## config.mk

```make
export PLATFORM = sky130hd
export DESIGN_NAME = rgb_pwm_gen
export DESIGN_NICKNAME = d
export VERILOG_FILES = /design/src/rtl/rgb_pwm_gen_pkg.sv /design/src/rtl/rgb_pwm_gen_channel.sv /design/src/rtl/rgb_pwm_gen.sv
export SDC_FILE = /design/constraint.sdc
export NUM_CORES = 1
export LEC_CHECK = 0
export ABC_CLOCK_PERIOD_IN_PS = 7050
export BUFFER_PORTS_ARGS = -buffer_cell sky130_fd_sc_hd__buf_2
export CAP_MARGIN = 10
export CORE_ASPECT_RATIO = 2
export CORE_UTILIZATION = 45
export CTS_CLUSTER_DIAMETER = 60
export CTS_CLUSTER_SIZE = 14
export DETAILED_ROUTE_END_ITERATION = 16
export PLACE_DENSITY = 0.64
export SETUP_SLACK_MARGIN = 0.3
export SLEW_MARGIN = 20
export SYNTH_ARGS = -nofsm -noshare
export SYNTH_HDL_FRONTEND = slang
export SYNTH_SLANG_ARGS = --single-unit
```

## constraint.sdc

```tcl
create_clock -name i_clk -period 7.05 [get_ports i_clk]
set_input_delay 0 -clock i_clk [delete_from_list [all_inputs] [get_ports i_clk]]
set_output_delay 0 -clock i_clk [all_outputs]
set_load 0.05 [all_outputs]
```

## src/rtl/rgb_pwm_gen_pkg.sv

```systemverilog
// Shared widths, FSM state type, colour payload and fade-step helper for the RGB PWM generator.
package rgb_pwm_gen_pkg;

  localparam int unsigned PWM_BITS = 8;
  localparam int unsigned NUM_CH   = 3;
  localparam int unsigned SLOT_MAX = (1 << PWM_BITS) - 1;

  typedef enum logic [1:0] {
    ST_IDLE    = 2'd0,
    ST_PENDING = 2'd1,
    ST_FADING  = 2'd2
  } state_e;

  typedef struct packed {
    logic [PWM_BITS-1:0] r;
    logic [PWM_BITS-1:0] g;
    logic [PWM_BITS-1:0] b;
  } color_t;

  // Move one LSB toward the target; a channel already at target stays put.
  function automatic logic [PWM_BITS-1:0] step_toward(input logic [PWM_BITS-1:0] cur,
                                                      input logic [PWM_BITS-1:0] tgt);
    logic [PWM_BITS-1:0] nxt;
    nxt = cur;
    if (cur < tgt) begin
      nxt = cur + PWM_BITS'(1);
    end else if (cur > tgt) begin
      nxt = cur - PWM_BITS'(1);
    end
    return nxt;
  endfunction

endpackage

```

## src/rtl/rgb_pwm_gen_channel.sv

```systemverilog
// One colour channel: target and current duty registers, fade step and registered PWM comparator.
module rgb_pwm_gen_channel
  import rgb_pwm_gen_pkg::*;
(
  input  logic                clk_i,
  input  logic                rst_ni,
  input  logic                accept_i,
  input  logic [PWM_BITS-1:0] color_i,
  input  logic                load_i,
  input  logic                step_i,
  input  logic [PWM_BITS-1:0] slot_i,
  output logic                done_o,
  output logic                pwm_o
);

  logic [PWM_BITS-1:0] cur_q;
  logic [PWM_BITS-1:0] cur_d;
  logic [PWM_BITS-1:0] tgt_q;
  logic [PWM_BITS-1:0] tgt_d;
  logic                pwm_q;
  logic                pwm_d;

  // Next-state: latch a new target on accept; duty only moves on load or fade step (both tick-qualified).
  always_comb begin
    tgt_d = tgt_q;
    cur_d = cur_q;
    pwm_d = (slot_i < cur_q);
    if (accept_i) begin
      tgt_d = color_i;
    end
    if (load_i) begin
      cur_d = tgt_q;
    end else if (step_i) begin
      cur_d = step_toward(cur_q, tgt_q);
    end
  end

  // Duty, target and PWM output registers.
  always_ff @(posedge clk_i or negedge rst_ni) begin
    if (!rst_ni) begin
      tgt_q <= '0;
      cur_q <= '0;
      pwm_q <= 1'b0;
    end else begin
      tgt_q <= tgt_d;
      cur_q <= cur_d;
      pwm_q <= pwm_d;
    end
  end

  assign done_o = (cur_q == tgt_q);
  assign pwm_o  = pwm_q;

endmodule

```

## src/rtl/rgb_pwm_gen.sv

```systemverilog
// RGB PWM enable generator: prescaler, slot counter, fade divider, snap/fade FSM and colour handshake.
module rgb_pwm_gen
  import rgb_pwm_gen_pkg::*;
#(
  parameter int unsigned PRESCALE = 16,
  parameter int unsigned FADE_DIV = 4
) (
  input  logic                i_clk,
  input  logic                i_rst_n,
  input  logic                i_color_valid,
  output logic                o_color_ready,
  input  logic [PWM_BITS-1:0] i_color_r,
  input  logic [PWM_BITS-1:0] i_color_g,
  input  logic [PWM_BITS-1:0] i_color_b,
  input  logic                i_fade_en,
  output logic                o_pwm_r,
  output logic                o_pwm_g,
  output logic                o_pwm_b,
  output logic                o_busy,
  output logic                o_period_tick
);

  localparam int unsigned PS_W = (PRESCALE > 1) ? $clog2(PRESCALE) : 1;
  localparam int unsigned FD_W = (FADE_DIV > 1) ? $clog2(FADE_DIV) : 1;

  logic [PS_W-1:0]     presc_q;
  logic [PS_W-1:0]     presc_d;
  logic [PWM_BITS-1:0] slot_q;
  logic [PWM_BITS-1:0] slot_d;
  logic [FD_W-1:0]     div_q;
  state_e              state_q;
  logic                moved_q;

  logic                slot_en;
  logic                period_tick;
  logic                accept;
  logic                div_wrap;
  logic                fade_step;
  logic                load;
  logic                all_done;
  logic [NUM_CH-1:0]   done;
  logic [NUM_CH-1:0]   pwm;
  color_t              req;

  assign o_color_ready = 1'b1;
  assign accept        = i_color_valid & o_color_ready;
  assign req           = {i_color_r, i_color_g, i_color_b};

  assign slot_en     = (presc_q == PS_W'(PRESCALE - 1));
  assign period_tick = slot_en & (slot_q == PWM_BITS'(SLOT_MAX));
  assign div_wrap    = (div_q == FD_W'(FADE_DIV - 1));
  assign fade_step   = (state_q == ST_FADING) & period_tick & div_wrap;
  assign load        = (state_q == ST_PENDING) & period_tick;
  assign all_done    = &done;

  // Prescaler and slot counter next-state.
  always_comb begin
    presc_d = presc_q + PS_W'(1);
    slot_d  = slot_q;
    if (slot_en) begin
      presc_d = '0;
      slot_d  = slot_q + PWM_BITS'(1);
    end
  end

  // Prescaler and PWM slot counter registers.
  always_ff @(posedge i_clk or negedge i_rst_n) begin
    if (!i_rst_n) begin
      presc_q <= '0;
      slot_q  <= '0;
    end else begin
      presc_q <= presc_d;
      slot_q  <= slot_d;
    end
  end

  // Mode FSM and fade divider; a new accept always wins and restarts the fade cadence.
  // moved_q lets a fade retire the cycle after its last step, while a fade that starts
  // already at target waits for its first step boundary.
  always_ff @(posedge i_clk or negedge i_rst_n) begin
    if (!i_rst_n) begin
      state_q <= ST_IDLE;
      div_q   <= '0;
      moved_q <= 1'b0;
    end else if (accept) begin
      state_q <= i_fade_en ? ST_FADING : ST_PENDING;
      moved_q <= 1'b0;
      if (i_fade_en) begin
        div_q <= '0;
      end
    end else begin
      case (state_q)
        ST_IDLE: begin
        end
        ST_PENDING: begin
          if (period_tick) begin
            state_q <= ST_IDLE;
          end
        end
        ST_FADING: begin
          if (period_tick) begin
            div_q <= div_wrap ? '0 : div_q + FD_W'(1);
          end
          if (fade_step) begin
            moved_q <= 1'b1;
          end
          if (all_done && (fade_step || moved_q)) begin
            state_q <= ST_IDLE;
          end
        end
        default: state_q <= ST_IDLE;
      endcase
    end
  end

  // Red channel.
  rgb_pwm_gen_channel u_ch_r (
    .clk_i    (i_clk),
    .rst_ni   (i_rst_n),
    .accept_i (accept),
    .color_i  (req.r),
    .load_i   (load),
    .step_i   (fade_step),
    .slot_i   (slot_q),
    .done_o   (done[0]),
    .pwm_o    (pwm[0])
  );

  // Green channel.
  rgb_pwm_gen_channel u_ch_g (
    .clk_i    (i_clk),
    .rst_ni   (i_rst_n),
    .accept_i (accept),
    .color_i  (req.g),
    .load_i   (load),
    .step_i   (fade_step),
    .slot_i   (slot_q),
    .done_o   (done[1]),
    .pwm_o    (pwm[1])
  );

  // Blue channel.
  rgb_pwm_gen_channel u_ch_b (
    .clk_i    (i_clk),
    .rst_ni   (i_rst_n),
    .accept_i (accept),
    .color_i  (req.b),
    .load_i   (load),
    .step_i   (fade_step),
    .slot_i   (slot_q),
    .done_o   (done[2]),
    .pwm_o    (pwm[2])
  );

  assign o_pwm_r       = pwm[0];
  assign o_pwm_g       = pwm[1];
  assign o_pwm_b       = pwm[2];
  assign o_busy        = (state_q != ST_IDLE);
  assign o_period_tick = period_tick;

endmodule

```

# After elaboration in Yosys (flattened, before gate mapping)

Cells that the tools add are included.
Widths: inputs -> output; s select.

Register bits after elaboration: 68
Bits of input ports: 28
Word-level logic and storage cells: 92

Add/sub/neg operators: 9
Magnitude comparators: 9
Eq/ne operators: 12
Muxes and demuxes: 26
Bitwise operators: 4
Reductions and logical operators: 18

Operator list:

| cell                | number |
|---|---|
| $mux 8              | 12 |
| $lt 8x8->1          | 6 |
| $add 8x1->8 const B | 4 |
| $eq 8x8->1          | 3 |
| $gt 8x8->1          | 3 |
| $sub 8x1->8 const B | 3 |
| $mux 2              | 9 |
| $reduce_bool 2->1   | 5 |
| $reduce_and 3->1    | 3 |
| $reduce_bool 3->1   | 3 |
| $eq 8x8->1 const B  | 1 |
| $reduce_and 2->1    | 4 |
| $pmux 2 s3          | 1 |
| $add 4x1->4 const B | 1 |
| $and 1x1->1         | 4 |
| $eq 2x2->1 const B  | 2 |
| $eq 4x4->1 const B  | 1 |
| $mux 4              | 1 |
| $mux 1              | 3 |
| $ne 3x2->1 const B  | 1 |
| $ne 3x3->1 const B  | 1 |
| $add 2x1->2 const B | 1 |
| $eq 2x1->1 const B  | 1 |
| $logic_not 2->1     | 1 |
| other kinds (4)     | 4 |

# Depth between registers and ports, before layout

Gate-level depths: netlist of run 1.

Depth in word-level cells: 9
Mapped depth: 14

# By module

From an unflattened synthesis of run 1, not the netlist that was laid out.

Cells, all modules: 525
Area, all modules: 4,936.0 sq um

Modules (own cells, without submodules):

| module                            | instances | cells each | area an instance (sq um) | seq. area each (sq um) |
|---|---|---|---|---|
| rgb_pwm_gen_channel at u_ch_g ... | 2         | 150        | 1,377.6                  | 425.4 |
| rgb_pwm_gen_channel at u_ch_b     | 1         | 150        | 1,348.8                  | 425.4 |
| rgb_pwm_gen                       | 1         | 75         | 832.0                    | 425.4 |

# Worst setup path before layout of run 1

OpenSTA, ideal clock, no wires.

Path kind: flip-flop to flip-flop
Start point: register u_ch_r.cur_q[1]
End point: register u_ch_r.cur_q[7]
Setup time: 0.122 ns
Data arrival time: 2.883 ns
Required time: 6.928 ns
Path slack: 4.045 ns
Stages on the path, launching flop included: 14
Period minus slack after synthesis: 3.005 ns
Cell sequence: dfrtp_1 ha_1 nand2b_1 a21oi_1 nor2_1 o21bai_1 ha_1 a21oi_1 o2111ai_1 a21o_1 a21oi_1 xor2_1 mux2i_1 nand2_1

Cells in the longest elaborated chain, start to end: 5

Ends and longest elaborated chain:

| what                   | RTL line                  | text |
|---|---|---|
| start, declared        | rgb_pwm_gen_channel.sv:16 | `logic [PWM_BITS-1:0] cur_q;` |
| start signal, assigned | rgb_pwm_gen_channel.sv:46 | `cur_q <= cur_d;` |
| $sub 8x1->8            | rgb_pwm_gen_pkg.sv:28     | `nxt = cur - PWM_BITS'(1);` |
| $mux 8                 | rgb_pwm_gen_pkg.sv:27     | `end else if (cur > tgt) begin` |
| $mux 8                 | rgb_pwm_gen_pkg.sv:25     | `if (cur < tgt) begin` |
| $mux 8                 | rgb_pwm_gen_channel.sv:33 | `end else if (step_i) begin` |
| $mux 8                 | rgb_pwm_gen_channel.sv:31 | `if (load_i) begin` |

Parallel ways exist; a longest one is shown, timed or not. The select of a mux whose other input is x is not followed.
A chain may end at the register's enable or synchronous reset.

# Worst setup path in the final report of run 1

Ends and elaborated chain as after synthesis.

==> impl_metrics.py, run 1 <==
metrics = {
    "status": {
        "status": "finished, final reports clean",
    },
    "synth": {
        "syn_area_um2": 4740,
        "yosys_warnings": 0,
        "synth_cell_types": 50,
        "netlist_top_cells_area": "dfrtp_1, ha_1, o21ai_0",
        "synth_flop_cell": "dfrtp_1",
        "async_reset_ff_share_pct": 100,
        "syn_inst": 521,
        "synth_edf_count": 0,
        "yosysTopAreaCellShare_pct": 35.9,
        "yosysTopAreaCell": "dfrtp_1",
        "yosys-top-cells-count": "ha_1, dfrtp_1, nand2_1",
        "syn_avg_cell_area_um2": 9.10,
        "synth_nets": 621,
        "ys_seq_area_share_pct": 35.9,
        "post-synth-top-count-cell": "ha_1",
        "ys_ff_latch": 68,
    },
    "pwr": {
        "power_frac_seq_pct": 41.7,
        "ir_drop_mv": 0.178,
        "power_mw": 0.988,
        "p_per_area_nw_per_um2": 177,
        "leakage_nw": 2.74,
        "p_sw_mw": 0.228,
        "p_int_mw": 0.759,
        "switching_share_pct": 23.1,
        "share_comb_of_total_power_pct": 8.1,
        "clock_power_share_pct": 50.2,
    },
    "timing": {
        "drv_slew": 0,
        "finalSetupTns_ns": 0,
        "skew_ns": 0.00721,
        "fin_crit_sh_pct": 48.8,
        "timing.final.setup_violations": 0,
        "slew_headroom_pct": 41.6,
        "rsz0062_at_grt": "false",
        "hold_violations": 0,
        "worst_slew_pin_slew_ns": 0.876,
        "layout_min_cycle_time_ns": 3.44,
        "fmax_ghz": 0.291,
    },
    "die": {
        "initial_utilization_pct": 46.7,
        "rows": 52,
        "ios": 34,
        "core_region_area_um2": 10100,
        "fp.dieH_um": 147,
        "die_area_um2": 11000,
        "die_x_um": 74.6,
    },
    "detailed_routing": {
        "routed_via_density": 5.22,
        "first_iter_violations": 167,
        "postRouteAntennaNets": 0,
        "wl_per_cell_um": 14.2,
        "route.detailed.drc": 0,
        "drt_wl_total_um": 10100,
        "num_vias": 3730,
        "dr.pass1.iters": 4,
    },
    "min_path": {
        "hold_depth": 2,
        "holdCritStartpoint": "i_color_valid",
        "hold_class": "in2reg",
        "holdPathEnd": "moved_q",
    },
    "setup_path": {
        "crit-reg2reg-launch": "u_ch_r.cur_q[1]",
        "crit_top_cell": "a21oi_1",
        "reg2reg_to": "u_ch_r.cur_q[7]",
        "cp-end-kind": "flop",
        "reg2reg_slack_ns": 3.61,
        "cp-start-kind": "flop",
        "arrival_ns": 3.66,
        "worstSetupStartpoint": "u_ch_r.cur_q[1]",
        "critPathTopFamily": "compound AO/OA/AOI/OAI gates",
        "cp_cell_sequence": "ha_1 -> nand2b_1 -> a21oi_1 -> nor2_1 -> o21bai_1 -> ha_1 -> a21oi_1 -> o2111ai_1 -> a21o_1 -> a21oi_1 -> xor2_1 -> mux2i_1 -> nand2_1",
        "critical_path_peak_fanout": 9,
        "path_class": "reg2reg",
        "slowest_delay_ns": 0.59,
        "critPathBufInv": 0,
        "crit_slowest_cell": "o21bai_1",
        "r2r_cells": 13,
        "crit_required_ns": 7.27,
    },
    "clock_tree": {
        "clkTransAtPathRegs_ns": 0.06,
        "htree_levels": 3,
        "clock_path_buffers": 2,
        "root_buffer": "clkbuf_16",
        "cts.sinks": 68,
        "cts_buffers": 9,
        "clock_latency_ns": 0.34,
        "cts_tree": "done",
    },
    "placement": {
        "dp_hpwl_um": 7520,
        "globalplace.congestion": 0.799,
        "postPlaceCellArea_um2": 4990,
        "port_buffers": 32,
    },
    "run": {
        "cap_violations": 0,
    },
    "global_route": {
        "grt_overflow": 0,
        "grt_pass1_vias": 3876,
        "antenna_found_initial": 0,
        "grt_use_total_pct": 21.6,
        "grt_start_max_net_pins": 69,
        "grt_pass1_wl_um": 18000,
    },
    "final_layout": {
        "finalInstanceArea_um2": 5580,
        "area_growth_pct": 17.5,
        "drive_above_1_share_pct": 11.4,
        "antenna_cells": 0,
        "final_nets": 675,
    },
}
flip-flops by register name, indices dropped and copies added (netlist names):
| name | cells |
|---|---|
| u_ch_b.tgt_q | 8 |
| div_q | 2 |
| u_ch_r.cur_q | 8 |
| u_ch_r.pwm_o | 1 |
| moved_q | 1 |
| u_ch_b.pwm_o | 1 |
| u_ch_r.tgt_q | 8 |
| u_ch_g.pwm_o | 1 |
| presc_q | 4 |
| u_ch_g.tgt_q | 8 |
| state_q | 2 |
| u_ch_b.cur_q | 8 |
| slot_q | 8 |
| u_ch_g.cur_q | 8 |
placed cells by master (no fill, tap or decap), drive strengths merged, types with 3 or more instances in the layout:
master | Yosys | routed
clkbuf | 9 | 11
xnor2 | 21 | 21
o2111ai | 3 | 3
xor2 | 7 | 7
nand2b | 4 | 4
nand4 | 8 | 8
fa | 3 | 3
o21ai | 60 | 60
nand2 | 62 | 62
a21o | 6 | 6
a21boi | 4 | 4
a211oi | 5 | 5
buf | 8 | 34
nor2 | 31 | 31
nand3 | 7 | 7
inv | 61 | 62
mux2 | 4 | 4
dfrtp | 68 | 68
ha | 69 | 69
o211a | 3 | 3
a21oi | 37 | 37
nor3 | 3 | 3
dlygate4sd3 | 0 | 26
mux2i | 13 | 13
cell type report:
cell class | instances | area [um^2]
fill | 968 | 4570
multi-input combinational | 375 | 2710
sequential | 68 | 1700
timing repair buffer | 60 | 435
clock buffer | 11 | 243
inverter | 61 | 229
tap | 135 | 169
clock inverter | 5 | 83.8
power groups by stage:
stage | registers, mW | logic, mW | clock network (mW)
after floorplan | 0.417 | 0.0435 | 0
after global placement | 0.418 | 0.0677 | 0
after detailed placement | 0.419 | 0.0704 | 0
after CTS | 0.412 | 0.0819 | 0.509
after global routing | 0.414 | 0.0932 | 0.524
final | 0.412 | 0.0802 | 0.496
through the flow:
| step | cells | worst slack (ns) | hold slack (ns) | util (%) |
|---|---|---|---|---|
| 3_5_place_dp | 673 | 3.62 | 0.212 | 49.1 |
| 2_1_floorplan | 521 | 4.04 | -0.296 | - |
| 4_1_cts | 715 | 3.61 | 0.268 | 54.9 |
| 6_report | 715 | 3.61 | 0.254 | 54.9 |
| 3_3_place_gp | 673 | 3.77 | 0.206 | 49.1 |
| 5_1_grt | 715 | 3.33 | 0.325 | 54.9 |
worst max path at each step:
stage	to	depth (start not counted)
after floorplan	u_ch_r.cur_q[7]	13
after global placement	u_ch_b.cur_q[7]	13
after detailed placement	u_ch_r.cur_q[7]	13
after CTS	u_ch_r.cur_q[7]	13
after global routing	u_ch_r.cur_q[7]	14
final	u_ch_r.cur_q[7]	13
metal layers:
metal	up-vias	share of wire, %	global-route usage [%]	wire length, um
met5	-	0	0	0
met4	0	3.1	9.34	315
met3	18	1.9	3.84	196
met2	45	56	39.4	5680
met1	1780	39	23.2	3960
li1	1887	-	-	-
repair_timing:
item / 4_1_cts / 5_1_grt
hold buffers: 26 / 0
setup buffers: 0 / 0
hold endpoints to repair: 95 / 0
resized for setup: 0 / 0
kinds of logic after synthesis:
logic type      Yosys count  synth area share, %
xor+xnor                 28                 5.17
other cells               1               0.0791
buf+inv                  78                 6.91
compound gates          129                 16.2
fa+ha+maj                72                 19.5
mux                      17                 3.69
simple gates            128                 12.6
flops                    68                 35.9
Power figures use the tool's default switching activity.
==> inputs of run 2 (changes only) <==
--- a/config.mk
+++ b/config.mk
@@ -5,7 +5,7 @@
 export SDC_FILE = /design/constraint.sdc
 export NUM_CORES = 1
 export LEC_CHECK = 0
-export ABC_CLOCK_PERIOD_IN_PS = 7050
+export ABC_CLOCK_PERIOD_IN_PS = 3100
 export BUFFER_PORTS_ARGS = -buffer_cell sky130_fd_sc_hd__buf_2
 export CAP_MARGIN = 10
 export CORE_ASPECT_RATIO = 2
@@ -13,7 +13,7 @@
 export CTS_CLUSTER_DIAMETER = 60
 export CTS_CLUSTER_SIZE = 14
 export DETAILED_ROUTE_END_ITERATION = 16
-export PLACE_DENSITY = 0.64
+export PLACE_DENSITY = 0.67
 export SETUP_SLACK_MARGIN = 0.3
 export SLEW_MARGIN = 20
 export SYNTH_ARGS = -nofsm -noshare
==> constraint.sdc (replaced) <==
create_clock -name i_clk -period 3.1 [get_ports i_clk]
set_input_delay 0 -clock i_clk [delete_from_list [all_inputs] [get_ports i_clk]]
set_output_delay 0 -clock i_clk [all_outputs]
set_load 0.05 [all_outputs]
==> impl_metrics.py, run 2 (synthesis results as in run 1) <==
metrics = {
    "pwr": {
        "clock_power_share_pct": 48.0,
        "share_comb_of_total_power_pct": 11.0,
        "switching_share_pct": 23.9,
        "p_sw_mw": 0.549,
        "power_mw": 2.29,
        "power_frac_seq_pct": 41.0,
        "leakage_nw": 3.03,
        "p_int_mw": 1.74,
        "ir_drop_mv": 0.296,
        "p_per_area_nw_per_um2": 354,
    },
    "clock_tree": {
        "clock_latency_ns": 0.34,
        "cts_buffers": 9,
        "clock_path_buffers": 2,
        "cts_tree": "done",
        "root_buffer": "clkbuf_16",
        "cts.sinks": 68,
        "htree_levels": 3,
        "clkTransAtPathRegs_ns": 0.06,
    },
    "global_route": {
        "grt_pass1_wl_um": 19600,
        "grt_overflow": 0,
        "grt_start_max_net_pins": 53,
        "grt_pass1_vias": 4186,
        "grt_use_total_pct": 23.4,
        "antenna_found_initial": 0,
    },
    "timing": {
        "rsz0062_at_grt": "true",
        "skew_ns": 0.00744,
        "finalSetupTns_ns": 0,
        "slew_headroom_pct": 45.2,
        "drv_slew": 0,
        "fmax_ghz": 0.337,
        "layout_min_cycle_time_ns": 2.96,
        "hold_violations": 0,
        "worst_slew_pin_slew_ns": 0.822,
        "timing.final.setup_violations": 0,
        "fin_crit_sh_pct": 95.6,
    },
    "final_layout": {
        "final_common_cell": "dfrtp_1",
        "antenna_cells": 0,
        "drive_above_1_share_pct": 30.7,
        "area_growth_pct": 36.7,
        "finalInstanceArea_um2": 6480,
        "final_nets": 731,
        "final_cell_mix": "dfrtp_1, nand2_1, buf_4, inv_1, ha_1",
    },
    "detailed_routing": {
        "num_vias": 4203,
        "route.detailed.drc": 0,
        "postRouteAntennaNets": 0,
        "wl_per_cell_um": 16.6,
        "dr.pass1.iters": 5,
        "routed_via_density": 5.45,
        "drt_wl_total_um": 12800,
        "first_iter_violations": 231,
    },
    "placement": {
        "postPlaceCellArea_um2": 5180,
        "port_buffers": 32,
        "globalplace.congestion": 0.872,
        "dp_hpwl_um": 8000,
    },
    "setup_path": {
        "critical_path_peak_fanout": 6,
        "cp-end-kind": "flop",
        "arrival_ns": 3.18,
        "crit_required_ns": 3.31,
        "path_class": "reg2reg",
        "cp-start-kind": "flop",
    },
    "die": {
        "initial_utilization_pct": 46.7,
        "ios": 34,
        "die_area_um2": 11000,
        "rows": 52,
        "core_region_area_um2": 10100,
        "fp.dieH_um": 147,
        "die_x_um": 74.6,
    },
    "status": {
        "status": "finished, final reports clean",
    },
    "min_path": {
        "hold_class": "in2reg",
    },
    "run": {
        "cap_violations": 0,
    },
}
run 2: cell types whose count changed in the layout (fill, tap and decap cells not counted), sizes merged:
cell,delta
buf,+55
nand2,+1
inv,-1
clkinvlp,-2
clkinv,+2
clkbuf,+1
run 2: final timing paths:
| check | startpoint | depth (start not counted) | slack [ns] | to |
|---|---|---|---|---|
| min reg2reg | u_ch_b.tgt_q[3] | 2 | 0.48 | u_ch_b.cur_q[3] |
| max in group asynchronous | i_rst_n | 3 | 2.11 | u_ch_g.cur_q[1] |
| min | i_color_valid | 2 | 0.25 | moved_q |
| max reg2reg | u_ch_r.cur_q[7] | 11 | 0.14 | u_ch_r.cur_q[7] |
| min in group asynchronous | i_rst_n | 2 | 0.29 | u_ch_b.tgt_q[0] |
| max | u_ch_r.cur_q[7] | 11 | 0.14 | u_ch_r.cur_q[7] |
run 2: worst max-delay path: stages (launching register included):
cell	delay, ns
dfrtp_1	0.43
ha_4	0.30
nand4_1	0.23
o21bai_4	0.41
ha_4	0.27
a21oi_4	0.15
o2111ai_2	0.14
a21o_1	0.21
a21oi_2	0.13
xor2_1	0.22
mux2i_1	0.25
nand2_1	0.09
run 2: layout make-up:
type | instances | area (um^2)
timing repair buffer | 115 | 861
clock inverter | 4 | 73.8
tap | 135 | 169
sequential | 68 | 1710
clock buffer | 12 | 236
multi-input combinational | 376 | 3210
fill | 812 | 3670
inverter | 61 | 229
run 2: power by group through the flow:
stage	sequential (mW)	combinational [mW]	clock (mW)
2_1_floorplan	0.947	0.102	0
3_3_place_gp	0.952	0.161	0
3_5_place_dp	0.953	0.166	0
4_1_cts	0.938	0.215	1.12
5_1_grt	0.943	0.280	1.14
6_report	0.940	0.252	1.10
run 2: repair_timing:
action,in CTS,in global routing
setup buffers,22,21
pin swaps,23,37
hold buffers,26,0
hold endpoints to repair,61,0
endpoints found under the setup margin,7,16
gates cloned,0,1
gates resized for setup,33,50
run 2: through the flow:
step	util [%]	worst slack, ns	instances	hold WS [ns]
5_1_grt	63.9	0.0589	771	0.321
3_5_place_dp	51.1	0.0381	685	0.133
4_1_cts	59.9	0.212	749	0.268
2_1_floorplan	-	0.296	521	-0.296
6_report	63.9	0.136	771	0.252
3_3_place_gp	51.1	0.133	685	0.130
run 2: metal layers:
metal  share of wire [%]  track usage (%)  vias up
li1                    -                -     2007
met1                  38             25.9     2067
met2                  55             42.4       93
met3                 2.7             3.57       36
met4                 3.8             10.3        0
met5                   0                0        -
